<file path="src/rtl/serial_collector.sv">
// Serial-to-parallel collector for a bit-serial adder: gathers WIDTH sum bits LSB first plus the carry.
// Define COLLECT_PARITY_EN to add a trailing even-parity bit per frame and the perr output.
module serial_collector #(
  parameter int WIDTH = 4
) (
  input  logic             clk,
  input  logic             rst,
  input  logic             start,
  input  logic             s_in,
  input  logic             c_in,
  input  logic             ready,
  output logic [WIDTH-1:0] sum,
  output logic             cout,
  output logic             valid,
  output logic             busy,
  output logic             overrun
`ifdef COLLECT_PARITY_EN
  ,
  output logic             perr
`endif
);

`ifdef COLLECT_PARITY_EN
  localparam int NBITS = WIDTH + 1;
  localparam int CW    = $clog2(WIDTH + 2);
`else
  localparam int NBITS = WIDTH;
  localparam int CW    = $clog2(WIDTH + 1);
`endif
  localparam logic [CW-1:0] LAST = CW'(NBITS - 1);

  typedef enum logic [1:0] {IDLE, SHIFT, DONE} state_e;

  state_e           state_q, state_d;
  logic [CW-1:0]    cnt_q, cnt_d;
  logic [WIDTH-1:0] shreg_q, shreg_d;
  logic             carry_q, carry_d;
  logic [WIDTH-1:0] sum_q, sum_d;
  logic             cout_q, cout_d;
  logic             valid_q, valid_d;
  logic             overrun_q, overrun_d;
`ifdef COLLECT_PARITY_EN
  logic             perr_pend_q, perr_pend_d;
  logic             perr_q, perr_d;
`endif

  // NOTE: sequential state uses non-blocking assignments so every register samples pre-edge values.
  always_ff @(posedge clk or posedge rst) begin
    if (rst) state_q <= IDLE;
    else     state_q <= state_d;
  end

  // NOTE: every combinational output gets a default first, so no path can infer a latch.
  always_comb begin
    state_d = state_q;
    case (state_q)
      IDLE:    if (start) state_d = SHIFT;
      SHIFT:   if (cnt_q == LAST) state_d = DONE;
      DONE:    state_d = IDLE;
      default: state_d = IDLE;
    endcase
  end

  always_comb begin
    busy = (state_q != IDLE);
  end

  always_comb begin
    cnt_d       = cnt_q;
    shreg_d     = shreg_q;
    carry_d     = carry_q;
    sum_d       = sum_q;
    cout_d      = cout_q;
    valid_d     = valid_q;
    overrun_d   = overrun_q;
`ifdef COLLECT_PARITY_EN
    perr_pend_d = perr_pend_q;
    perr_d      = perr_q;
`endif
    case (state_q)
      IDLE: if (start) cnt_d = '0;
      SHIFT: begin
        cnt_d = cnt_q + CW'(1);
`ifdef COLLECT_PARITY_EN
        // The trailing parity bit is checked, not shifted into the sum.
        if (cnt_q < CW'(WIDTH)) shreg_d = {s_in, shreg_q[WIDTH-1:1]};
        if (cnt_q == LAST) perr_pend_d = (^shreg_q) ^ s_in;
`else
        shreg_d = {s_in, shreg_q[WIDTH-1:1]};
`endif
        if (cnt_q == LAST) carry_d = c_in;
      end
      DONE: begin
        // Hand-off wins if the slot is free or is being emptied this same edge.
        if (!valid_q || ready) begin
          sum_d   = shreg_q;
          cout_d  = carry_q;
          valid_d = 1'b1;
`ifdef COLLECT_PARITY_EN
          perr_d  = perr_pend_q;
`endif
        end else begin
          overrun_d = 1'b1;
        end
      end
      default: ;
    endcase
    if (state_q != DONE && valid_q && ready) valid_d = 1'b0;
  end

  always_ff @(posedge clk or posedge rst) begin
    if (rst) begin
      cnt_q       <= '0;
      shreg_q     <= '0;
      carry_q     <= 1'b0;
      sum_q       <= '0;
      cout_q      <= 1'b0;
      valid_q     <= 1'b0;
      overrun_q   <= 1'b0;
`ifdef COLLECT_PARITY_EN
      perr_pend_q <= 1'b0;
      perr_q      <= 1'b0;
`endif
    end else begin
      cnt_q       <= cnt_d;
      shreg_q     <= shreg_d;
      carry_q     <= carry_d;
      sum_q       <= sum_d;
      cout_q      <= cout_d;
      valid_q     <= valid_d;
      overrun_q   <= overrun_d;
`ifdef COLLECT_PARITY_EN
      perr_pend_q <= perr_pend_d;
      perr_q      <= perr_d;
`endif
    end
  end

  assign sum     = sum_q;
  assign cout    = cout_q;
  assign valid   = valid_q;
  assign overrun = overrun_q;
`ifdef COLLECT_PARITY_EN
  assign perr    = perr_q;
`endif

endmodule

</file>
<file path="config.mk">
export PLATFORM = sky130hd
export DESIGN_NAME = serial_collector
export DESIGN_NICKNAME = d
export VERILOG_FILES = /design/src/rtl/serial_collector.sv
export SDC_FILE = /design/constraint.sdc
export NUM_CORES = 1
export LEC_CHECK = 0
export BUFFER_PORTS_ARGS = -buffer_cell sky130_fd_sc_hd__buf_4
export CORE_MARGIN = 2
export CORE_UTILIZATION = 45
export CTS_BUF_LIST = sky130_fd_sc_hd__clkbuf_16
export DETAILED_ROUTE_END_ITERATION = 10
export MAX_ROUTING_LAYER = met4
export PLACE_DENSITY = 0.73
export SKIP_LAST_GASP = 1
export SLEW_MARGIN = 20
export SYNTH_ARGS = -nofsm -noshare
export SYNTH_HDL_FRONTEND = slang
export SYNTH_SLANG_ARGS = --single-unit
export TNS_END_PERCENT = 5
</file>
<file path="constraint.sdc">
create_clock -name clk -period 1.2 [get_ports clk]
set_input_delay 0.06 -clock clk [delete_from_list [all_inputs] [get_ports clk]]
set_output_delay 0.06 -clock clk [all_outputs]
set_load 0.01 [all_outputs]
</file>
; Yosys cells after proc, flatten, opt, wreduce, memory -nomap -nowiden
; Index checks and enable logic that the tools add are counted.
[classes]
n_bitwise = 1
div = 0
n_eq_ne = 6
magnitude_cmp = 0
n_addsub = 1
n_reduce_logical = 15
shift = 0
muxes = 8
n_mul = 0
[op_table]
columns = operator, n
row1 = $reduce_and A2 Y1, 6
row2 = $reduce_bool A2 Y1, 4
row3 = $ne A2 B2 Y1 const B, 3
row4 = $pmux W3 S2, 1
row5 = $mux W2, 2
row6 = $pmux W2 S2, 1
row7 = $add A3 B1 Y3 const B, 1
row8 = $eq A3 B2 Y1 const B, 1
row9 = $mux W1, 3
row10 = $mux W3, 1
row11 = $eq A2 B1 Y1 const B, 1
row12 = $eq A2 B2 Y1 const B, 1
row13 = $logic_and A1 B1 Y1, 2
row14 = $logic_not A2 Y1, 1
row15 = $logic_not A1 Y1, 1
row16 = $logic_or A1 B1 Y1, 1
row17 = $not A1 Y1, 1
[word_totals]
out_inout_bits = 8
word_cells = 39
latchBits = 0
mem_bits_ro = 0
register_bits = 17
mem_count = 0
mem_bits_rw = 0
input_bits = 6

; Depth between registers and ports, before layout
[depth]
depth_word = 5
ltp_mapped = 5
ltp_nobuf = 5

; Least setup slack after synthesis
; No wires, ideal clock.
[synth_path]
path_kind = register to register
start = reg cnt_q[0]
end = reg carry_q
arrival_time_ns = 1.156
synth_period_minus_slack_ns = 1.281
setup_time_ns = 0.125
stages_incl_launch_ff = 5
path_buffers = 0
path_slack_ns = -0.081
cell_sequence = dfrtp_1 ha_1 ha_1 and2_4 mux2_4
[synth_via]
elab_chain_len = 2
[synth_rtl]
columns = element, line
row1 = start: declaration, 35  ; logic [CW-1:0] cnt_q, cnt_d;
row2 = start signal: assignment, 125  ; cnt_q <= cnt_d;
row3 = $eq A3 B2 Y1, 91  ; if (cnt_q == LAST) carry_d = c_in;
row4 = $reduce_and A2 Y1 (no line), n/a
row5 = end signal: assignment, 127  ; carry_q <= carry_d;
row6 = end: declaration, 37  ; logic carry_q, carry_d;
; No other way between the ends.
; A chain may end at the register's enable or synchronous reset.

; Worst setup path after layout
; Same ends and word-level chain as after synthesis.

==> qor.csv <==
stage,metric,value,unit
final_layout,final_common_cell,buf_4,
sta,final.setup.tns,-112,ps
clocking,clock_latency,240,ps
job,drv_cap,0,
logic_synthesis,seq_area_frac_synth,61.0,%
sta,slew_violations,0,
critical_path,cp-end-kind,flip-flop,
logic_synthesis,ys_top_cells_by_area,"dfrtp_1 61%, mux2_1 8.1%, nand2_1 7.5%",
logic_synthesis,yosys_warnings,0,
status,violations,setup timing,
logic_synthesis,netlist_instances,58,
critical_path,critical_path_class,flip-flop to flip-flop,
global_routing,grt_use_total,15.9,%
floorplanning,rows,14,
global_routing,grt_pass1_vias,486,
sta,fmax,791,MHz
clocking,root_buffer,clkbuf_16,
clocking,htree_levels,1,
sta,rsz0062_at_grt,yes,
global_routing,grt_pass1_wl,2060,um
global_routing,grt_max_degree,18,
sta,hold_viol,0,
floorplanning,num_io_pins,14,
sta,holdWs,26.2,ps
sta,finalCriticalPeriod,1260,ps
floorplanning,fp.dieArea,1880,sq um
critical_path,reg2regPathDepth,4,
routing,via_per_inst,4.94,
sta,min_period_over_period,105,%
floorplanning,die_h,43.4,um
critical_path,r2r_setup_slack,-60,ps
hold_path,hold_path_class,input pin to flip-flop,
final_layout,fin_area,985,sq um
critical_path,cp.required,1330,ps
routing,route.detailed.drc,0,
logic_synthesis,synth.distinct_cells,19,
logic_synthesis,yosys.area.top_type,dfrtp_1,
status,outcome,finished with violations,
final_layout,post-route-util,66.9,%
critical_path,path_max_fanout,2,
critical_path,r2r_end,carry_q$_DFFE_PP0P_,
hold_path,holdCritStartpoint,s_in,
placement,place_hpwl,874,um
sta,fin_worst_skew,2.14,ps
final_layout,nets,91,
pwr,p_per_area,2620,nW/um^2
routing,wl_per_cell,12.5,um
routing,ant_nets,0,
critical_path,cp.arrival,1390,ps
routing,via_count,484,
placement,place.gp.congestion,0.706,
clocking,clk_pin_slew_worst_paths,50,ps
logic_synthesis,synth_xor_area_share,0,%
global_routing,antenna_found_initial,0,
clocking,cts.sinks,17,
routing,dr.pass1.iters,3,
logic_synthesis,synth-simple-area-share,17.8,%
final_layout,syn_to_final_growth,41.3,%
final_layout,final_cell_mix,"17 x buf_4, 16 x dfrtp_1, 14 x nand2_1",
sta,fin_ws,-63.6,ps
floorplanning,initial_core_util,47.4,%
logic_synthesis,synth_compound_area_share,5.75,%
critical_path,crit_start,cnt_q[0]$_DFFE_PP0P_,
critical_path,timing.rr.start,cnt_q[0]$_DFFE_PP0P_,
logic_synthesis,synth_mux_area_share,10.2,%
routing,routed_wl,1220,um
clocking,cts_buffer_depth,2,
final_layout,antenna_cells,0,
pwr,peakVddDrop,1.33,mV
global_routing,gr-total-overflow,0,
sta,slew_headroom,84.3,%
logic_synthesis,synthesis.area,697,sq um
sta,setup_viol,2,
critical_path,cp-start-kind,flip-flop,
floorplanning,die_x,43.4,um
pwr,p_leak,0.512,nW
logic_synthesis,synth_top_family_by_area,simple AND/OR/NAND/NOR gates,
logic_synthesis,synth_top_area_share,61.0,%
final_layout,drive_above_1_share,40.2,%
critical_path,endpoint,carry_q$_DFFE_PP0P_,
clocking,numCtsBuffers,3,
placement,place_area,867,sq um
logic_synthesis,avgSynthCellArea,12.0,sq um
floorplanning,core_area,1470,sq um
logic_synthesis,synthAdderAreaFrac,3.59,%
logic_synthesis,yosys_register_bits,17,
routing,drtIter0Drc,7,
clocking,cts_tree,done,
logic_synthesis,syn_nets,66,
sta,worst_pin_slew,235,ps
placement,portBuffers,13,
==> metrics by stage <==
step | setup slack [ps] | total power, W | cells
detailed placement | -57.2 | 0.00186 | 92
global route | -92.5 | 0.00275 | 98
global placement | -35.9 | 0.00181 | 92
CTS | -60.9 | 0.00256 | 97
floorplan | -30.8 | 0.00146 | 58
finish | -63.6 | 0.00258 | 98
==> final cells by class <==
cell class,count,area (sq um)
tap,16,20.0
clock inverter,1,3.75
fill,114,487
multi-input combinational,38,288
inverter,3,11.3
clock buffer,3,75.1
sequential,17,427
timing repair buffer,20,160
==> metal layers <==
layer | track usage, % | routed length, um | part of all wire, % | vias to the layer above
li1 | - | - | - | 239
met1 | 17.6 | 539 | 44 | 239
met2 | 26.9 | 639 | 52 | 4
met3 | 5.00 | 34 | 2.8 | 2
met4 | 5.45 | 9 | 0.74 | 0
met5 | - | 0 | 0 | -
==> where the power goes <==
group          leakage [nW]  internal, W  total, W  switching [W]
Combinational         0.254     0.000551  0.000976       0.000424
Sequential            0.216     0.000815  0.000957       0.000142
Clock                0.0423     0.000442  0.000646       0.000204
Total                 0.512      0.00181   0.00258       0.000770
==> timing repair <==
action                                  CTS  global route
cloned                                    0             0
pin swaps                                 0             2
gates resized for setup                   4             2
setup buffers                             0             1
endpoints found under the setup margin    7             7
hold endpoints to repair                 17             0
hold buffers                              1             0
==> kinds of logic (layout without fill, tap and decap cells) <==
kind of cell / after synthesis / in the layout
AND/OR/NAND/NOR: 24 / 24
AO/OA/AOI/OAI: 6 / 6
flip-flops: 17 / 17
buffers and inverters: 3 / 27
adder cells (fa/ha/maj): 2 / 2
multiplexers: 6 / 6
==> state kept, by name, indices dropped and copies added, names as in the netlist <==
name,count
shreg_q,4
sum,4
cnt_q,3
state_q,2
carry_q,1
cout,1
overrun,1
valid,1
==> worst min path at each step <==
| stage | endpoint | slack, ps | cells past startpoint |
|---|---|---|---|
| 3_5_place_dp | sum[3]$_DFFE_PP0P_ | 90 | 3 |
| 5_1_grt | carry_q$_DFFE_PP0P_ | 40 | 2 |
| 6_report | shreg_q[3]$_DFFE_PP0P_ | 30 | 3 |
| 2_1_floorplan | carry_q$_DFFE_PP0P_ | -10 | 1 |
| 3_3_place_gp | shreg_q[3]$_DFFE_PP0P_ | 90 | 3 |
| 4_1_cts | shreg_q[3]$_DFFE_PP0P_ | 20 | 3 |
==> synthesized netlist by cell type <==
cell and instances:
or2_2 1, ha_1 2, nor2_1 1, nor2b_1 2, nor2_4 1, a31o_2 1, a22o_1 1, nand2b_1 2
inv_1 3, mux2_4 1, o21ai_0 2, nand2_1 14, mux2_1 5, a21oi_1 1, o21bai_1 1, or2b_1 1
and2_4 1, nor2b_2 1, dfrtp_1 17
==> worst max-delay path: stages, from the launching register on <==
cell and delay (ps):
dfrtp_1 380, ha_2 200, ha_4 150, and2_4 130, mux2_4 280
Power figures use the tool's default switching activity.
